## src/rtl/rv_fetch_align.sv

```systemverilog
// Instruction fetch/realign stage: byte pc -> aligned 32-bit or zero-extended 16-bit instruction.
// Optional one-word line buffer enabled by defining RV_FETCH_LINEBUF_EN.
module rv_fetch_align #(
  parameter int PC_LEN = 15
) (
  input  logic              clk,
  input  logic              c_rst_n,
  input  logic [31:0]       pc,
  input  logic              c_fetch_req,
  input  logic              c_flush,
  output logic [31:0]       instr,
  output logic              c_instr_valid,
  output logic              c_instr_fault,
  output logic [PC_LEN-3:0] imem_addr,
  output logic              c_imem_req,
  input  logic [31:0]       imem_rdata,
  input  logic              c_imem_ack
);
  localparam int AW = PC_LEN - 2;

  typedef enum logic [1:0] {IDLE, FETCH0, FETCH1, DONE} state_t;
  state_t state, state_d;

  logic [AW-1:0] w, w1;
  logic [31:0]   instr_q;
  logic          fault_q;
  logic [15:0]   held_hw;
  logic          hit, hit_cross;
  logic [31:0]   hit_word;
  logic          unused_pc;

  assign w         = pc[PC_LEN-1:2];
  assign w1        = w + AW'(1);
  assign unused_pc = ^pc[31:PC_LEN];

  function automatic logic [31:0] align_hw(input logic [31:0] word, input logic upper);
    if (upper)                  return {16'h0, word[31:16]};
    else if (word[1:0] == 2'b11) return word;
    else                        return {16'h0, word[15:0]};
  endfunction

`ifdef RV_FETCH_LINEBUF_EN
  logic          buf_valid;
  logic          fill_ok;
  logic [AW-1:0] buf_tag;
  logic [31:0]   buf_data;

  assign hit      = buf_valid && (buf_tag == w);
  assign hit_word = buf_data;

  // fill_ok tracks whether a flush hit the fetch in flight; such data is delivered but not cached.
  always_ff @(posedge clk) begin
    if (!c_rst_n) begin
      buf_valid <= 1'b0;
      fill_ok   <= 1'b0;
      buf_tag   <= '0;
      buf_data  <= '0;
    end else begin
      if (state == IDLE && c_fetch_req) fill_ok <= 1'b1;
      if (c_imem_ack && fill_ok && (state == FETCH0 || state == FETCH1)) begin
        buf_valid <= 1'b1;
        buf_tag   <= (state == FETCH1) ? w1 : w;
        buf_data  <= imem_rdata;
      end
      if (c_flush) begin
        buf_valid <= 1'b0;
        fill_ok   <= 1'b0;
      end
    end
  end
`else
  logic unused_flush;
  assign unused_flush = c_flush;
  assign hit          = 1'b0;
  assign hit_word     = '0;
`endif

  // Hit on the upper half of a word that starts a 32-bit instruction: still needs word W+1.
  assign hit_cross = hit && pc[1] && (hit_word[17:16] == 2'b11);

  always_ff @(posedge clk) begin
    if (!c_rst_n) state <= IDLE;
    else          state <= state_d;
  end

  always_comb begin
    state_d = state;
    case (state)
      IDLE: begin
        if (c_fetch_req) begin
          if (pc[0])          state_d = DONE;
          else if (hit_cross) state_d = FETCH1;
          else if (hit)       state_d = DONE;
          else                state_d = FETCH0;
        end
      end
      FETCH0: begin
        if (c_imem_ack) begin
          if (pc[1] && imem_rdata[17:16] == 2'b11) state_d = FETCH1;
          else                                     state_d = DONE;
        end
      end
      FETCH1:  if (c_imem_ack) state_d = DONE;
      DONE:    state_d = IDLE;
      default: state_d = IDLE;
    endcase
  end

  always_comb begin
    c_imem_req    = 1'b0;
    imem_addr     = '0;
    c_instr_valid = 1'b0;
    c_instr_fault = 1'b0;
    case (state)
      FETCH0: begin
        c_imem_req = 1'b1;
        imem_addr  = w;
      end
      FETCH1: begin
        c_imem_req = 1'b1;
        imem_addr  = w1;
      end
      DONE: begin
        c_instr_valid = 1'b1;
        c_instr_fault = fault_q;
      end
      default: ;
    endcase
  end

  assign instr = instr_q;

  always_ff @(posedge clk) begin
    if (!c_rst_n) begin
      instr_q <= '0;
      fault_q <= 1'b0;
      held_hw <= '0;
    end else begin
      case (state)
        IDLE: begin
          if (c_fetch_req) begin
            fault_q <= pc[0];
            if (pc[0])          instr_q <= '0;
            else if (hit_cross) held_hw <= hit_word[31:16];
            else if (hit)       instr_q <= align_hw(hit_word, pc[1]);
          end
        end
        FETCH0: begin
          if (c_imem_ack) begin
            if (pc[1] && imem_rdata[17:16] == 2'b11) held_hw <= imem_rdata[31:16];
            else                                     instr_q <= align_hw(imem_rdata, pc[1]);
          end
        end
        FETCH1: if (c_imem_ack) instr_q <= {imem_rdata[15:0], held_hw};
        default: ;
      endcase
    end
  end
endmodule

```

## config.mk

```make
export PLATFORM = sky130hd
export DESIGN_NAME = rv_fetch_align
export DESIGN_NICKNAME = d
export VERILOG_FILES = /design/src/rtl/rv_fetch_align.sv
export SDC_FILE = /design/constraint.sdc
export NUM_CORES = 1
export LEC_CHECK = 0
export CAP_MARGIN = 20
export CELL_PAD_IN_SITES_DETAIL_PLACEMENT = 0
export CELL_PAD_IN_SITES_GLOBAL_PLACEMENT = 1
export CORE_ASPECT_RATIO = 0.8
export CORE_MARGIN = 8
export CORE_UTILIZATION = 33
export DETAILED_ROUTE_END_ITERATION = 6
export PLACE_DENSITY = 0.93
export SLEW_MARGIN = 20
export SYNTH_ARGS = -nofsm -noshare
export SYNTH_HDL_FRONTEND = slang
export SYNTH_SLANG_ARGS = --single-unit
```

## constraint.sdc

```tcl
create_clock -name clk -period 4.9 [get_ports clk]
set_clock_uncertainty 0.15 [all_clocks]
set_input_delay 0.98 -clock clk [delete_from_list [all_inputs] [get_ports clk]]
set_output_delay 0.98 -clock clk [all_outputs]
set_load 0.005 [all_outputs]
```

After elaboration in Yosys (flattened, before gate mapping)

Cells that the tools add are included.

Flip-flop bits (word level): 51
Logic and storage cells: 41

Mux-type cells: 18
Equality and inequality tests: 10
$add $sub $neg: 1
Reduce and logical (&&, ||, !) cells: 8

Operators by type and width:

| operator                                             | number |
|---|---|
| 2-to-1 mux 32 bit                                    | 7 |
| case mux 32 bit (3 select lines)                     | 1 |
| case mux 13 bit (2 select lines)                     | 1 |
| adder 13 x 1 -> 13 bit (second input constant)       | 1 |
| != test 2 bit (second input constant)                | 5 |
| equality test 2 bit (second input constant)          | 4 |
| 2-to-1 mux 2 bit                                     | 4 |
| case mux 2 bit (4 select lines)                      | 1 |
| AND reduction 3 bit                                  | 2 |
| AND reduction 6 bit                                  | 1 |
| 2-to-1 mux 1 bit                                     | 4 |
| nonzero test 3 bit                                   | 1 |
| equality test 2 x 1 -> 1 bit (second input constant) | 1 |
| zero test 2 bit                                      | 1 |
| AND reduction 2 bit                                  | 1 |
| OR reduction 2 bit                                   | 1 |
| logical AND 1 bit                                    | 1 |

Depth between registers and ports, before layout

Gate-level depths: netlist of the first run.

Word-level depth: 6
Mapped depth: 8

Worst setup path before layout of the first run

OpenSTA, ideal clock, no wires.

Kind: in2out
Start point: input pc[6]
End point: output imem_addr[9]
Data arrival time: 1.905 ns
Setup slack: 1.865 ns
Stages on the path: 6
Cells stage by stage: buf_2 -> and4_1 -> buf_2 -> a31oi_1 -> o21a_1 -> a31o_2

Word-level cells in the longest chain between the ends: 2

RTL lines:

| element                          | line | source |
|---|---|---|
| from (decl)                      | 8    | `input logic [31:0] pc,` |
| adder 13 x 1 -> 13 bit           | 33   | `assign w1 = w + AW'(1);` |
| case mux 13 bit (2 select lines) | 114  | `case (state)` |
| to (decl)                        | 14   | `output logic [PC_LEN-3:0] imem_addr,` |

No other way between the ends.

Worst setup path after layout of the first run

Start point: input pc[2]
End point: output imem_addr[10]

The elaborated chain is that of the path after synthesis.

==> results of run 1 <==
==> stage by stage <==
step	power (W)	cell area [sq um]	hold slack (ps)
after floorplan	0.000825	2660	287
after global placement	0.00106	3650	293
after detailed placement	0.00107	3650	297
after CTS	0.00133	3750	312
after global routing	0.00141	3750	327
final	0.00132	3750	312
==> synthesized netlist by cell type, drive strengths merged, types with 2 or more instances <==
| cell type | instances | area share (%) |
|---|---|---|
| and3 | 6 | 1.4 |
| nor2b | 6 | 1.5 |
| a22oi | 35 | 9.9 |
| o21bai | 2 | 0.56 |
| nand4 | 4 | 0.94 |
| inv | 5 | 0.71 |
| dfxtp | 51 | 38 |
| and4 | 4 | 1.3 |
| o21ai | 10 | 1.9 |
| buf | 19 | 4.6 |
| a31oi | 3 | 0.71 |
| a211oi | 2 | 0.75 |
| nand3 | 6 | 1.3 |
| a21boi | 3 | 0.85 |
| a21oi | 16 | 3.0 |
| o41ai | 2 | 0.66 |
| o2bb2ai | 32 | 11 |
| and2 | 2 | 0.47 |
| nand2 | 33 | 4.7 |
| nor2 | 8 | 1.1 |
| mux2 | 16 | 6.8 |
| clkbuf | 10 | 1.5 |
| xor2 | 3 | 0.99 |
| ha | 5 | 2.4 |
| o31ai | 2 | 0.56 |
==> worst max-delay path by stage <==
stage | from | end | cells past startpoint
6_report | pc[2] | imem_addr[10] | 7
3_5_place_dp | pc[2] | imem_addr[10] | 7
4_1_cts | pc[2] | imem_addr[10] | 7
5_1_grt | pc[2] | imem_addr[10] | 7
3_3_place_gp | pc[2] | imem_addr[10] | 7
2_1_floorplan | pc[6] | imem_addr[9] | 6
==> layer usage <==
layer | GRT usage [%] | up-vias | share of wire [%]
li1 | - | 1263 | -
met1 | 18.6 | 1223 | 46
met2 | 26.9 | 86 | 48
met3 | 3.89 | 2 | 6.4
met4 | 3.44 | 0 | 0.31
met5 | 0 | - | 0
==> critical path, stage by stage <==
cell and delay (ps):
sky130_fd_sc_hd__clkdlybuf4s50_1 530, sky130_fd_sc_hd__ha_1 190, sky130_fd_sc_hd__and3_1 350, sky130_fd_sc_hd__nand4_1 150
sky130_fd_sc_hd__xor2_1 160, sky130_fd_sc_hd__o21ai_0 160, sky130_fd_sc_hd__clkdlybuf4s50_1 550
==> cell families after synthesis <==
kind of cell | after synthesis
buffers and inverters | 34
and+or+nand+nor | 69
muxes | 17
xor gates and xnor gates | 4
adders and majority gates | 5
DFF | 51
AOI/OAI and AO/OA | 113
==> flip-flops by register name, summed over array words and instances, names as in the netlist <==
register / flops
instr: 32
fault_q: 1
held_hw: 16
state: 2
==> cell usage in the layout, fill, tap and decap left out, types with 3 or more instances in the layout <==
cell type,instances
sky130_fd_sc_hd__clkdlybuf4s50_1,98
sky130_fd_sc_hd__dfxtp_1,51
sky130_fd_sc_hd__a22oi_1,35
sky130_fd_sc_hd__nand2_1,33
sky130_fd_sc_hd__o2bb2ai_1,32
sky130_fd_sc_hd__mux2_2,16
sky130_fd_sc_hd__a21oi_1,16
sky130_fd_sc_hd__o21ai_0,10
sky130_fd_sc_hd__nor2_1,7
sky130_fd_sc_hd__and3_1,6
sky130_fd_sc_hd__clkbuf_8,6
sky130_fd_sc_hd__inv_1,5
sky130_fd_sc_hd__nand3_1,5
sky130_fd_sc_hd__nor2b_1,5
sky130_fd_sc_hd__ha_1,5
sky130_fd_sc_hd__and4_1,4
sky130_fd_sc_hd__nand4_1,4
sky130_fd_sc_hd__buf_4,4
sky130_fd_sc_hd__xor2_1,3
sky130_fd_sc_hd__a31oi_1,3
sky130_fd_sc_hd__a21boi_0,3
==> power by group through the flow <==
| stage | combinational [W] | clock (W) | sequential [W] |
|---|---|---|---|
| 3_3_place_gp | 0.000591 | 0 | 0.000466 |
| 5_1_grt | 0.000659 | 0.000286 | 0.000462 |
| 6_report | 0.000599 | 0.000258 | 0.000458 |
| 2_1_floorplan | 0.000360 | 0 | 0.000465 |
| 4_1_cts | 0.000602 | 0.000268 | 0.000458 |
| 3_5_place_dp | 0.000600 | 0 | 0.000467 |
==> cell type report <==
cell class	instances	area [sq um]	share of cell area, %
clock inverters	2	16.3	0.434
inverters	5	18.8	0.501
repair buffers	102	1010	27.0
multi-input cells	208	1460	39.0
flip-flops and latches	51	1020	27.2
clock buffers	6	82.6	2.20
well taps	108	135	3.61
==> results.txt, run 1 <==
* WHS Path Cells: 2
- Overflow left after global routing: 0
- Counting the fill cells in the layout gives 765.
- Excluding fillers, the count of instances in the completed layout stands at 482.
* Post-layout utilization of the core: 47.6%
* Number of buffers created by CTS: 5
- Count of flip-flops with a built-in enable after synthesis: 0
* Area of the die: 11200 sq um
- Number of placement rows: 29
- Clock tree synthesis selected as its root buffer the cell sky130_fd_sc_hd__clkbuf_8.
* Number of global-route vias before repair: 2696
* Worst path setup slack after routing: 693 ps
- Average cell area after synthesis: 9.08 sq um
- For this design the static power due to leakage is 1.24 nW.
* Wirelength, routed: 8400 microns
- Htree depth: 2
* WS Path Type: input port to output port
* Area share of fa/ha/maj cells after synthesis: 2.35%
- In this run the vertical extent of the chip is 96.3 microns.
* Async S/R FF share, synth: 0%
- I/O pin count: 117
- Worst vdd rail ir drop: 0.253 mV
- Part of the total power dissipated in the clock network: 19.6%
- The later pin in the worst-skew pair is clocked with a latency of 300 ps.
- After synthesis the netlist holds a flip-flop and latch count of 51.
- Final setup TNS: 0 ps
- Number of DRC violations after detailed-routing iteration 0: 140
- STA classifies the critical path startpoint as an input port.
- Dividing total power by cell area gives a power density of 351 nW/um^2.
* Setup repair after global routing missed its margin: no
- The tool flagged a number of max-cap violations equal to 0.
- Subtracting the final worst setup slack from the clock period gives 4210 ps.
* Antenna violations before repair: 0
- Width of the die: 116 microns
- Tightest Pin Transition: 750 ps
- The clock drives 51 sinks.
* Simple-gate area share of the yosys netlist: 12.7%
* Pin count of the biggest net entering global routing: 42
- Critical hold path startpoint: held_hw[5]$_SDFFE_PN0P_
* DRC violations left: 0
* Fraction of power consumed by combinational cells: 45.5%
* Placeable Area: 7870 sq um
* Reg power frac: 34.8%
* Number of gates resized after cts: 0
* Final-stage net count: 447
* Fmax: 238 MHz
- Setup violators final: 0
* Internal cell power: 0.000829 W
- The count of nets left with antenna violations once routing finished came out at 0.
- Most frequently used flop master after synthesis: sky130_fd_sc_hd__dfxtp_1
- The final-report max-slew violation count was 0.
- Clock tree from TritonCTS: built
* Largest family of logic cells by synthesized area: compound AO/OA/AOI/OAI gates
- Placed cells: 474
* Unique masters post-synth: 39
- For flop-to-flop paths, the worst setup slack is 2140 ps.
- Routability congestion estimate: 0.793
* Clock Path Buffers: 2
- In this run the tool buffered the top-level ports with 98 buffer cells.
- Number of hold buffers added after CTS: 0
* Dpl hpwl: 5850 microns
- For hold timing, the worst endpoint is held_hw[5]$_SDFFE_PN0P_.
- Count of antenna diodes in the layout: 0
- Yosys printed 0 warnings.
* Compound-gate portion of the synthesized area: 31.3%
* Terminus of the critical flop-to-flop path: instr[17]$_SDFFE_PN0P_
- Portion of netlist area occupied by mux cells: 7.15%
- In the routed layout, each cell is associated on average with a via count of 5.34.
- Relative slew slack: 49.9%
* Crit end category: output port
- Share of layout cells above drive strength 1: 9.09%
- Synthesis produced a netlist whose cell count is 293.
- Maximum fanout encountered on the critical timing path: 8
- STA puts the critical path data arrival time at 3080 ps.
- Outcome: finished, final reports clean
* Switching Share: 37.0%
- Synthesized netlist net count: 367
* Area of the mapped netlist: 2660 sq um
- In the final routed layout, each cell accounts on average for 17.4 microns.
- The synthesized netlist devotes 1.32% of its cell area to XOR and XNOR gates.
- Prior to clock tree synthesis, the placed netlist has a worst setup slack of 713 ps.
* R2R Path Start: state[0]$_SDFFE_PN0P_
- Counting cells, the worst reg-to-reg path comes to 7.
* Final hold violations: 0
- Via count: 2574
- Clock-pin slew was measured on the worst setup and hold paths at 90 ps.
- First-pass GRT wire length: 13800 microns
- Sequential cell area fraction in the yosys report: 38.4%
- The first TritonRoute pass finished after 4 iterations.
- From synthesis to final layout, the design area changed by 40.8%.
- After clock tree synthesis, the setup repair step added 0 buffers.
- Summed over all nets, the switching power comes to 0.000486 W.
- For this run, the total global-route usage over all layers was measured as 15.4%.
* Kind of path behind the tightest hold check: flip-flop to flip-flop
- Starting Density: 33.8%
- For the worst setup path, the data required time is 3770 ps.
* Final cycle utilization of the critical path: 85.9%
No activity file was read; power rests on OpenSTA's default activity.
==> run 2: changes to the inputs <==
Settings changed: CORE_UTILIZATION 33 to 45, DONT_BUFFER_PORTS set to 1, PLACE_DENSITY 0.93 to 0.85.
==> results.txt, run 2 (synthesis results as in run 1) <==
- Setup total negative slack on the finished layout was measured at 0 ps.
- Setup violators final: 0
- Number of hold buffers added after CTS: 0
- GR Util All Layers: 16.8%
- Number of sinks driven by the clock tree: 51
* Non-Filler Instances: 356
- Area of the die: 8650 sq um
* Outcome: finished, final reports clean
* Kind of path behind the tightest hold check: flip-flop to flip-flop
* Number of placement rows: 25
- Post-route worst hold slack: 312 ps
* Depth of the worst register-to-register path: 7
* Number of DRC violations after detailed-routing iteration 0: 141
- For hold timing, the worst endpoint is held_hw[6]$_SDFFE_PN0P_.
- TritonCTS built the clock tree.
* Placeable Area: 5820 sq um
- Pin count of the biggest net entering global routing: 42
- First-pass iteration count of the detailed router: 4
- Crit-path max cell delay: 540 ps
* I/O pin count: 117
* Number of flip-flops under the largest register name: 32
* Post-CTS Setup Inserts: 0
- In this run the most critical hold path is launched from held_hw[6]$_SDFFE_PN0P_.
- Relative slew slack: 52.7%
* WS Path Type: flip-flop to output port
- Via density per instance: 6.08
- Measured along the y axis, the die boundary spans 84.8 microns.
- The top cell types in the final layout, fill and taps aside, are sky130_fd_sc_hd__dfxtp_1 (51), sky130_fd_sc_hd__a22oi_1 (35), sky130_fd_sc_hd__nand2_1 (33).
- Once detail routing completed, the nets flagged for antenna violations numbered 0.
- Post-CTS repair changed the size of 0 cells.
* Starting Density: 45.7%
* Maximum fanout encountered on the critical timing path: 13
- The analysis attributes to cell leakage a power of 0.882 nW.
- Htree depth: 2
* Number of input and output port buffers inserted: 0
- The clock period could shrink to 3340 ps.
- On the critical path, the stage with the largest delay is an instance of sky130_fd_sc_hd__o41ai_1.
* Antenna violations before repair: 0
* Routability congestion estimate: 0.799
- Of the cells placed in the final design, the portion with a size suffix greater than 1 is 12.0%.
* Final hold violations: 0
- First-pass GRT wire length: 11700 microns
- The via count of the first global-routing pass was 2137.
* Width of the die: 102 microns
- Buffers plus inverters on the worst setup path: 1
- Clock Path Buffers: 2
- STA classifies the critical path startpoint as a flip-flop.
- Post-layout utilization of the core: 47.1%
* Endpoint arrival time on the critical path: 2210 ps
* Via count: 2164
- Max Transition Viols Final: 0
- WL per Instance: 20.5 microns
- Worst vdd rail ir drop: 0.189 mV
- The kind of cell with the highest combined delay along the critical path is compound AO/OA/AOI/OAI gates.
* Ordered list of cells on the worst path: inv_1 -> ha_1 -> nand2_1 -> o41ai_1
- The tree is rooted in a sky130_fd_sc_hd__clkbuf_8.
- The worst hold path was traced through 2 stages.
* Clock transition at the registers of the reported paths: 100 ps
- Overflow left after global routing: 0
* Crit end category: output port
- Summed over all layers, the routed wires come to 7290 microns.
- In this run the critical register-to-register path is captured at instr[18]$_SDFFE_PN0P_.
* R2R Path Start: state[0]$_SDFFE_PN0P_
- DRC violations left: 0
* Data required time of the worst path: 3770 ps
- At the pin with the least slew margin, the transition time is 708 ps.
* Placed cells: 348
- The clock reaches the later pin of the worst-skew pair after 300 ps.
* Max Cap Violations: 0
* Final-stage net count: 348
- Fmax: 299 MHz
* Power Density: 433 nW/um^2
- Dividing the final minimum period by the clock period gives 68.3%.
- Count of antenna diodes in the layout: 0
* Area Growth Syn to Fin: 3.01%
- Setup repair after global routing missed its margin: no
* Dpl hpwl: 5070 microns
- The library cell used most frequently in the layout, excluding fill and tap cells, is sky130_fd_sc_hd__dfxtp_1.
- Number of buffers created by CTS: 5
- Register-to-register setup slack: 2200 ps
## run 2: stage by stage
stage | setup slack (ps) | total power (W) | instance area, sq um
finish | 1560 | 0.00119 | 2740
global route | 1380 | 0.00127 | 2740
CTS | 1550 | 0.00120 | 2740
detailed placement | 1760 | 0.000901 | 2630
global placement | 1770 | 0.000892 | 2630
floorplan | 1870 | 0.000825 | 2660
## run 2: worst max path at each step
stage / start / end / slack (ps) / depth (start not counted)
global route: state[0]$_SDFFE_PN0P_ / imem_addr[11] / 1380 / 4
finish: state[1]$_SDFFE_PN0P_ / imem_addr[11] / 1560 / 4
detailed placement: pc[2] / imem_addr[10] / 1760 / 5
floorplan: pc[6] / imem_addr[9] / 1870 / 6
CTS: state[1]$_SDFFE_PN0P_ / imem_addr[11] / 1550 / 4
global placement: pc[2] / imem_addr[10] / 1770 / 5
## run 2: layout make-up
class | count | area (sq um)
sequential | 51 | 1020
inverter | 5 | 18.8
fill | 570 | 3080
timing repair buffer | 3 | 22.5
tap | 81 | 101
clock buffer | 5 | 68.8
multi-input combinational | 208 | 1460
clock inverter | 3 | 46.3
## run 2: routing by layer
| metal | GRT usage, % | up-vias | wire length (microns) |
|---|---|---|---|
| li1 | - | 1057 | - |
| met1 | 22.0 | 1013 | 3160 |
| met2 | 24.9 | 88 | 3160 |
| met3 | 6.94 | 6 | 925 |
| met4 | 3.59 | 0 | 49 |
| met5 | 0 | - | 0 |
## run 2: report_power, final
| part | switching (W) | internal, W | leakage (nW) |
|---|---|---|---|
| Combinational | 0.000281 | 0.000147 | 0.415 |
| Sequential | 0.0000216 | 0.000440 | 0.412 |
| Clock | 0.000143 | 0.000154 | 0.0548 |
| Total | 0.000446 | 0.000741 | 0.882 |
## run 2: worst reg2reg max path: stages (launching register included)
cell	delay, ps
sky130_fd_sc_hd__dfxtp_1	370
sky130_fd_sc_hd__inv_1	90
sky130_fd_sc_hd__ha_1	220
sky130_fd_sc_hd__buf_4	270
sky130_fd_sc_hd__o21ba_2	300
sky130_fd_sc_hd__a211oi_2	230
sky130_fd_sc_hd__nand3_2	590
sky130_fd_sc_hd__o2bb2ai_1	390
